### src/rtl/game_pkg.sv
// Shared constants for the game controller: scan codes, FSM encoding,
// command bit positions and keyboard-word decode helpers.
package game_pkg;

  // Keyboard word field positions
  localparam int KE_VALID = 10;
  localparam int KE_EXT   = 9;
  localparam int KE_REL   = 8;

  // Scan codes (set 2, make codes)
  localparam logic [7:0] SC_W     = 8'h1D;
  localparam logic [7:0] SC_A     = 8'h1C;
  localparam logic [7:0] SC_S     = 8'h1B;
  localparam logic [7:0] SC_D     = 8'h23;
  localparam logic [7:0] SC_UP    = 8'h75;
  localparam logic [7:0] SC_LEFT  = 8'h6B;
  localparam logic [7:0] SC_DOWN  = 8'h72;
  localparam logic [7:0] SC_RIGHT = 8'h74;
  localparam logic [7:0] SC_M     = 8'h3A;
  localparam logic [7:0] SC_P     = 8'h4D;
  localparam logic [7:0] SC_SPACE = 8'h29;
  localparam logic [7:0] SC_R     = 8'h2D;

  // FSM state encoding
  localparam logic [1:0] ST_IDLE  = 2'b00;
  localparam logic [1:0] ST_RUN   = 2'b01;
  localparam logic [1:0] ST_PAUSE = 2'b10;
  localparam logic [1:0] ST_OVER  = 2'b11;

  // Command bit indices within cmd1/cmd2
  localparam int CMD_ROT   = 3;
  localparam int CMD_LEFT  = 2;
  localparam int CMD_DROP  = 1;
  localparam int CMD_RIGHT = 0;

  // The keyboard front end delivers the scan code LSB-first; undo that.
  function automatic logic [7:0] rev8(input logic [7:0] v);
    logic [7:0] r;
    r = 8'h00;
    for (int i = 0; i < 8; i++) begin
      r[i] = v[7-i];
    end
    return r;
  endfunction

  // Player 1 keys (no E0 prefix): W/A/S/D
  function automatic logic [3:0] p1_cmd(input logic [7:0] code);
    logic [3:0] r;
    r = 4'b0000;
    case (code)
      SC_W:    r[CMD_ROT]   = 1'b1;
      SC_A:    r[CMD_LEFT]  = 1'b1;
      SC_S:    r[CMD_DROP]  = 1'b1;
      SC_D:    r[CMD_RIGHT] = 1'b1;
      default: r = 4'b0000;
    endcase
    return r;
  endfunction

  // Player 2 keys (E0-prefixed arrows)
  function automatic logic [3:0] p2_cmd(input logic [7:0] code);
    logic [3:0] r;
    r = 4'b0000;
    case (code)
      SC_UP:    r[CMD_ROT]   = 1'b1;
      SC_LEFT:  r[CMD_LEFT]  = 1'b1;
      SC_DOWN:  r[CMD_DROP]  = 1'b1;
      SC_RIGHT: r[CMD_RIGHT] = 1'b1;
      default:  r = 4'b0000;
    endcase
    return r;
  endfunction

endpackage

### src/rtl/game_ctrl_key_repeat.sv
// Held-drop tracker for one player: remembers that the drop key is down and
// times the auto-repeat (first repeat after REP_DLY, then every REP_PER).
module key_repeat #(
  parameter int REP_DLY = 25_000_000,
  parameter int REP_PER = 5_000_000
) (
  input  logic clk,
  input  logic reset,
  input  logic i_press,    // accepted drop press while RUN or PAUSE
  input  logic i_release,  // accepted drop release
  input  logic i_run,      // game is running: counter advances
  input  logic i_hold,     // game is paused: counter freezes
  output logic o_fire      // repeat pulse request (registered by the top)
);

  localparam int CW = $clog2(REP_DLY + 1);
  localparam logic [CW-1:0] LAST_CNT = CW'(REP_DLY - 1);
  // After the first repeat, reload so the next hit of LAST_CNT is REP_PER away
  localparam logic [CW-1:0] RELOAD   = CW'(REP_DLY - REP_PER);

  logic          r_held;
  logic [CW-1:0] r_cnt;
  logic          w_fire;

  // A release in the same cycle suppresses a due repeat; a press restarts timing
  assign w_fire = r_held && i_run && !i_press && !i_release && (r_cnt == LAST_CNT);
  assign o_fire = w_fire;

  // Held flag and repeat counter; cleared whenever the game is neither running nor paused
  always_ff @(posedge clk) begin
    if (reset) begin
      r_held <= 1'b0;
      r_cnt  <= '0;
    end else if (i_press) begin
      r_held <= 1'b1;
      r_cnt  <= '0;
    end else if (i_release || (!i_run && !i_hold)) begin
      r_held <= 1'b0;
      r_cnt  <= '0;
    end else if (i_run && r_held) begin
      r_held <= 1'b1;
      r_cnt  <= w_fire ? RELOAD : (r_cnt + CW'(1));
    end else begin
      r_held <= r_held;
      r_cnt  <= r_cnt;
    end
  end

endmodule

### src/rtl/game_ctrl.sv
// Game controller: decodes keyboard words into per-player command pulses,
// runs the IDLE/RUN/PAUSE/OVER state machine, level select, music and result.
module game_ctrl
  import game_pkg::*;
#(
  parameter int REP_DLY = 25_000_000,
  parameter int REP_PER = 5_000_000
) (
  input  logic        clk,
  input  logic        reset,
  input  logic [10:0] key_event,
  input  logic        over1,
  input  logic        over2,
  output logic [3:0]  cmd1,
  output logic [3:0]  cmd2,
  output logic        run,
  output logic        clr,
  output logic        music_en,
  output logic [3:0]  sel,
  output logic [1:0]  state,
  output logic [1:0]  winner
);

  logic [9:0] r_last;
  logic [1:0] r_state;
  logic       r_run;
  logic       r_clr;
  logic [3:0] r_cmd1;
  logic [3:0] r_cmd2;
  logic       r_music;
  logic [3:0] r_sel;
  logic [1:0] r_winner;

  logic [7:0] w_code;
  logic       w_ext;
  logic       w_accept;
  logic       w_press;
  logic       w_release;
  logic       w_plain_press;
  logic       w_key_r;
  logic       w_key_space;
  logic       w_key_p;
  logic       w_key_m;
  logic [3:0] w_p1_cmd;
  logic [3:0] w_p2_cmd;
  logic       w_p1_drop_rel;
  logic       w_p2_drop_rel;
  logic       w_rep_armed;
  logic       w_rep1;
  logic       w_rep2;
  logic       w_sel_inc;
  logic       w_stay_run;
  logic [1:0] w_next;
  logic [3:0] w_cmd1_next;
  logic [3:0] w_cmd2_next;

  // Key decode: only a valid word that differs from the last accepted one counts
  assign w_code        = rev8(key_event[7:0]);
  assign w_ext         = key_event[KE_EXT];
  assign w_accept      = key_event[KE_VALID] && (key_event[9:0] != r_last);
  assign w_press       = w_accept && !key_event[KE_REL];
  assign w_release     = w_accept && key_event[KE_REL];
  assign w_plain_press = w_press && !w_ext;
  assign w_key_r       = w_plain_press && (w_code == SC_R);
  assign w_key_space   = w_plain_press && (w_code == SC_SPACE);
  assign w_key_p       = w_plain_press && (w_code == SC_P);
  assign w_key_m       = w_plain_press && (w_code == SC_M);
  assign w_p1_cmd      = w_plain_press ? p1_cmd(w_code) : 4'b0000;
  assign w_p2_cmd      = (w_press && w_ext) ? p2_cmd(w_code) : 4'b0000;
  assign w_p1_drop_rel = w_release && !w_ext && (w_code == SC_S);
  assign w_p2_drop_rel = w_release && w_ext && (w_code == SC_DOWN);
  assign w_rep_armed   = (r_state == ST_RUN) || (r_state == ST_PAUSE);
  assign w_sel_inc     = (r_state == ST_IDLE) && (w_p1_cmd[CMD_ROT] || w_p2_cmd[CMD_ROT]);
  assign w_stay_run    = (r_state == ST_RUN) && (w_next == ST_RUN);

  key_repeat #(.REP_DLY(REP_DLY), .REP_PER(REP_PER)) u_rep1 (
    .clk       (clk),
    .reset     (reset),
    .i_press   (w_p1_cmd[CMD_DROP] && w_rep_armed),
    .i_release (w_p1_drop_rel),
    .i_run     (r_state == ST_RUN),
    .i_hold    (r_state == ST_PAUSE),
    .o_fire    (w_rep1)
  );

  key_repeat #(.REP_DLY(REP_DLY), .REP_PER(REP_PER)) u_rep2 (
    .clk       (clk),
    .reset     (reset),
    .i_press   (w_p2_cmd[CMD_DROP] && w_rep_armed),
    .i_release (w_p2_drop_rel),
    .i_run     (r_state == ST_RUN),
    .i_hold    (r_state == ST_PAUSE),
    .o_fire    (w_rep2)
  );

  // Next-state logic; R overrides everything, including a same-cycle top-out
  always_comb begin
    w_next = r_state;
    if (w_key_r) begin
      w_next = ST_IDLE;
    end else begin
      case (r_state)
        ST_IDLE:  w_next = w_key_space ? ST_RUN : ST_IDLE;
        ST_RUN: begin
          if (over1 || over2) begin
            w_next = ST_OVER;
          end else if (w_key_p) begin
            w_next = ST_PAUSE;
          end else begin
            w_next = ST_RUN;
          end
        end
        ST_PAUSE: w_next = w_key_space ? ST_RUN : ST_PAUSE;
        ST_OVER:  w_next = ST_OVER;
        default:  w_next = ST_IDLE;
      endcase
    end
  end

  // Command words: pulses only while the game is and stays running
  always_comb begin
    w_cmd1_next = 4'b0000;
    w_cmd2_next = 4'b0000;
    if (w_stay_run) begin
      w_cmd1_next           = w_p1_cmd;
      w_cmd1_next[CMD_DROP] = w_p1_cmd[CMD_DROP] | w_rep1;
      w_cmd2_next           = w_p2_cmd;
      w_cmd2_next[CMD_DROP] = w_p2_cmd[CMD_DROP] | w_rep2;
    end else begin
      w_cmd1_next = 4'b0000;
      w_cmd2_next = 4'b0000;
    end
  end

  // Last-accepted word, FSM state and the run/clr/cmd outputs
  always_ff @(posedge clk) begin
    if (reset) begin
      r_last  <= 10'd0;
      r_state <= ST_IDLE;
      r_run   <= 1'b0;
      r_clr   <= 1'b1;
      r_cmd1  <= 4'b0000;
      r_cmd2  <= 4'b0000;
    end else begin
      r_last  <= w_accept ? key_event[9:0] : r_last;
      r_state <= w_next;
      r_run   <= (w_next == ST_RUN);
      r_clr   <= w_key_r;
      r_cmd1  <= w_cmd1_next;
      r_cmd2  <= w_cmd2_next;
    end
  end

  // Music toggle (untouched by R) and level select (only changes in IDLE)
  always_ff @(posedge clk) begin
    if (reset) begin
      r_music <= 1'b0;
      r_sel   <= 4'd0;
    end else begin
      r_music <= r_music ^ w_key_m;
      if (w_key_r) begin
        r_sel <= 4'd0;
      end else if (w_sel_inc) begin
        r_sel <= r_sel + 4'd1;
      end else begin
        r_sel <= r_sel;
      end
    end
  end

  // Result latch: {over1,over2} on entry to OVER gives 10 (P2 wins), 01 (P1 wins) or 11
  always_ff @(posedge clk) begin
    if (reset) begin
      r_winner <= 2'b00;
    end else if (w_key_r) begin
      r_winner <= 2'b00;
    end else if ((r_state == ST_RUN) && (w_next == ST_OVER)) begin
      r_winner <= {over1, over2};
    end else begin
      r_winner <= r_winner;
    end
  end

  assign cmd1     = r_cmd1;
  assign cmd2     = r_cmd2;
  assign run      = r_run;
  assign clr      = r_clr;
  assign music_en = r_music;
  assign sel      = r_sel;
  assign state    = r_state;
  assign winner   = r_winner;

endmodule

### config.mk
export PLATFORM = sky130hd
export DESIGN_NAME = game_ctrl
export DESIGN_NICKNAME = d
export VERILOG_FILES = /design/src/rtl/game_pkg.sv /design/src/rtl/game_ctrl_key_repeat.sv /design/src/rtl/game_ctrl.sv
export SDC_FILE = /design/constraint.sdc
export NUM_CORES = 1
export LEC_CHECK = 0
export ABC_AREA = 1
export CAP_MARGIN = 10
export CORE_MARGIN = 4
export CORE_UTILIZATION = 40
export DETAILED_ROUTE_END_ITERATION = 8
export MAX_ROUTING_LAYER = met4
export PLACE_DENSITY = 0.6
export SYNTH_ARGS = -nofsm -noshare
export SYNTH_HDL_FRONTEND = slang
export SYNTH_SLANG_ARGS = --single-unit
### constraint.sdc
create_clock -name clk -period 2.2 [get_ports clk]
set_input_delay 0.55 -clock clk [delete_from_list [all_inputs] [get_ports clk]]
set_output_delay 0.55 -clock clk [all_outputs]
set_load 0.01 [all_outputs]
==> run metrics <==
RSZ-0062 raised after global routing yes; FF-to-FF Start u_rep2.r_cnt[0]; TritonCTS clock tree yes; Worst EP arrival 2490 ps; clock buffer depth 2; Max rail drop VDD 0.0004179 V; Final Max Tran Viols 0; synthesized area about 4200 um^2; maximum fanout along the worst path 4; post-synth net total between 600 and 700; Root Buffer clkbuf_8; sequential share of the synthesized area 0.3825; Async SR Flop Fraction 0; leading area contributor after synthesis dfxtp_1; DRT antenna net count 0; share of cells above drive strength 1 0.2370; vias per inst between 4 and 5; reg2reg setup slack roughly 13 ps; crit path launch u_rep2.r_cnt[0]; slowest CP cell dfxtp_4; #FFs+latches synth between 80 and 90; Tcrit/Tclk final 0.9941; fin area 5615 um^2; critical path required time roughly 2500 ps; Fmax 457.2 MHz; total gr overflow 0; CP max stage delay about 380 ps; Power per Cell Area between 400 and 500 nW/um^2; fill count 1007; First DRT Iteration DRCs 116; num rows 37; Leak 2.260 nW; vias in the first global route 3921; first-pass GRT wire length 18.13 mm; Least-Margin Pin Slew roughly 390 ps; Top cell by count, worst path nor2_4; Worst setup SP type flop; Inserted Diodes 0; drt wl/cell roughly 13 um; H-tree depth 3; synthesis-to-finish area growth 32.47%; Primary FF master, synth dfxtp_1; Placeable Area 10320 um^2; minimum hold slack 467.7 ps; Initial Util 0.4106; final setup violation count 0; Synth area leaders dfxtp_1, nand2_1, inv_1; Post-synth EDFFs 0; die height 110.9 um; status complete, no violations; pre-CTS setup slack -537.5 ps; initial antenna violation count 0; Clock Sinks 81; final worst setup slack 12.99 ps; placed cell count 822; hold crit path type flop to flop; Synth Area per Inst 7.246 um^2; Layout Skew approximately 15 ps; GPL Wtd Cong roughly 0.86; Final Util 0.5439; post-route insts no fill 845; GRT Total Usage 0.1840; drt total wl 10.64 mm; port bufs 33; Slew headroom 0.7412; max cap viols 0; clk slew on worst S/H paths 80 ps; Synth top area share 0.3825; crit path kind flop to flop; crit-path cells ha_4 > nand2_2 > inv_2 > nand3_2 > nor2_4 > inv_2 > nor2_4 > nand2_4 > nor4_4 > nand2_2 > nor2_4 > nand3_2 > or2_0 > a21oi_1; CTS Hold Bufs 0; vias after detailed routing 3977; Initial DRT Pass Iterations 5; yosys warns 0; Die Area 12310 um^2; CP endpoint kind flop; Num CTS Buffers 9; Final nets 726; largest net degree at the start of global routing 18; Placed Area 5281 um^2; hold_sp music_en; IO Count 34; final hold vios 0; DR DRC count 0; Syn Inst Count 585; Clock Latency Late Sink approximately 380 ps; HPWL after detailed placement 8.167 mm; post-route minimum period 2187 ps; Die X 110.9 um; count of cell types in the netlist 39
[stage by stage]
step / power (mW) / TNS (ps)
6_report: 2.725 / 0
5_1_grt: 2.847 / -371.1
4_1_cts: 2.755 / 0
3_5_place_dp: 1.724 / -30210
3_3_place_gp: 1.722 / -25100
2_1_floorplan: 1.604 / 0
[critical path, delay by kind of cell, from the launching register on]
| kind | cells | cell delay, ps |
|---|---|---|
| simple gates | 10 | 1350 |
| compound gates | 1 | 130 |
| flops | 1 | 380 |
| buf+inv | 2 | 130 |
| fa+ha+maj | 1 | 130 |
[layout make-up]
cell class | instances | area, um^2 | share of cell area
flip-flops and latches | 81 | 1629 | 0.2901
repair buffers | 114 | 940.9 | 0.1676
multi-input cells | 409 | 2360 | 0.4202
clock buffers | 11 | 151.4 | 0.02696
well taps | 136 | 170.2 | 0.03030
clock inverters | 5 | 30.03 | 0.005348
inverters | 89 | 334.1 | 0.05949
[path summary, 6_finish.rpt]
path	endpoint	cells past startpoint
setup / recovery	u_rep2.r_cnt[20]	14
hold / removal	music_en	2
setup reg to reg	u_rep2.r_cnt[20]	14
hold reg to reg	music_en	2
[logic make-up after synthesis]
logic type / count (synthesis) / synth area share
AOI/OAI and AO/OA: 52 / 0.06612
xor gates and xnor gates: 33 / 0.06818
buffers and inverters: 95 / 0.08501
adders and majority gates: 7 / 0.02066
DFF: 81 / 0.3825
and+or+nand+nor: 317 / 0.3775
[Yosys cell counts, types with 6 or more instances]
library cell,number
xnor2_1,6
o21ai_0,14
nand2_2,12
nor2_4,8
nor2_2,7
a21oi_1,30
nand2_1,101
xor2_1,27
nand4_1,17
inv_1,82
dfxtp_1,81
ha_1,7
nor2_1,77
inv_2,7
nand3_1,39
nor3_1,24
nor4_1,6
[layout by cell type (no fill, tap or decap), types with 5 or more instances in the layout]
cell type	netlist	final
inv_2	7	10
inv_1	82	79
nor2_1	77	70
nand3_1	39	37
xnor2_1	6	6
clkdlybuf4s50_1	0	23
nand2_4	3	5
clkbuf_8	0	11
nand4_1	17	17
nand2_2	12	11
ha_1	7	5
nor2_4	8	9
a21oi_1	30	30
dfxtp_1	81	79
nand2_1	101	100
nor4_1	6	6
o21ai_0	14	14
nor2_2	7	13
dlygate4sd2_1	0	8
nor3_2	4	8
xor2_1	27	27
nand3_2	4	5
nor3_1	24	20
buf_4	0	80
[per-layer routing]
metal / track usage / part of all wire / vias up
met2: 0.2844 / 0.47 / 33
li1: - / - / 2107
met3: 0.03057 / 0.030 / 13
met4: 0.07143 / 0.013 / 0
met1: 0.2414 / 0.49 / 1824
met5: - / 0 / -
[registers in the layout, summed over array words and instances (netlist names), 2 cells and up]
name	cells
r_last	10
winner	2
cmd2	4
cmd1	4
state	2
sel	4
u_rep2.r_cnt	25
u_rep1.r_cnt	25
[power by group]
group	switching, mW	internal [mW]
clock network	0.567	0.465
logic	0.111	0.0978
registers	0.00725	1.48
total	0.686	2.04
[timing repair]
| item | CTS | global route |
|---|---|---|
| endpoints found under the setup margin | 50 | 26 |
| setup buffers | 1 | 6 |
| pin swaps | 5 | 14 |
| endpoints found under the hold margin | 0 | 0 |
| resized for setup | 20 | 22 |
(Power assumes the default switching activity.)
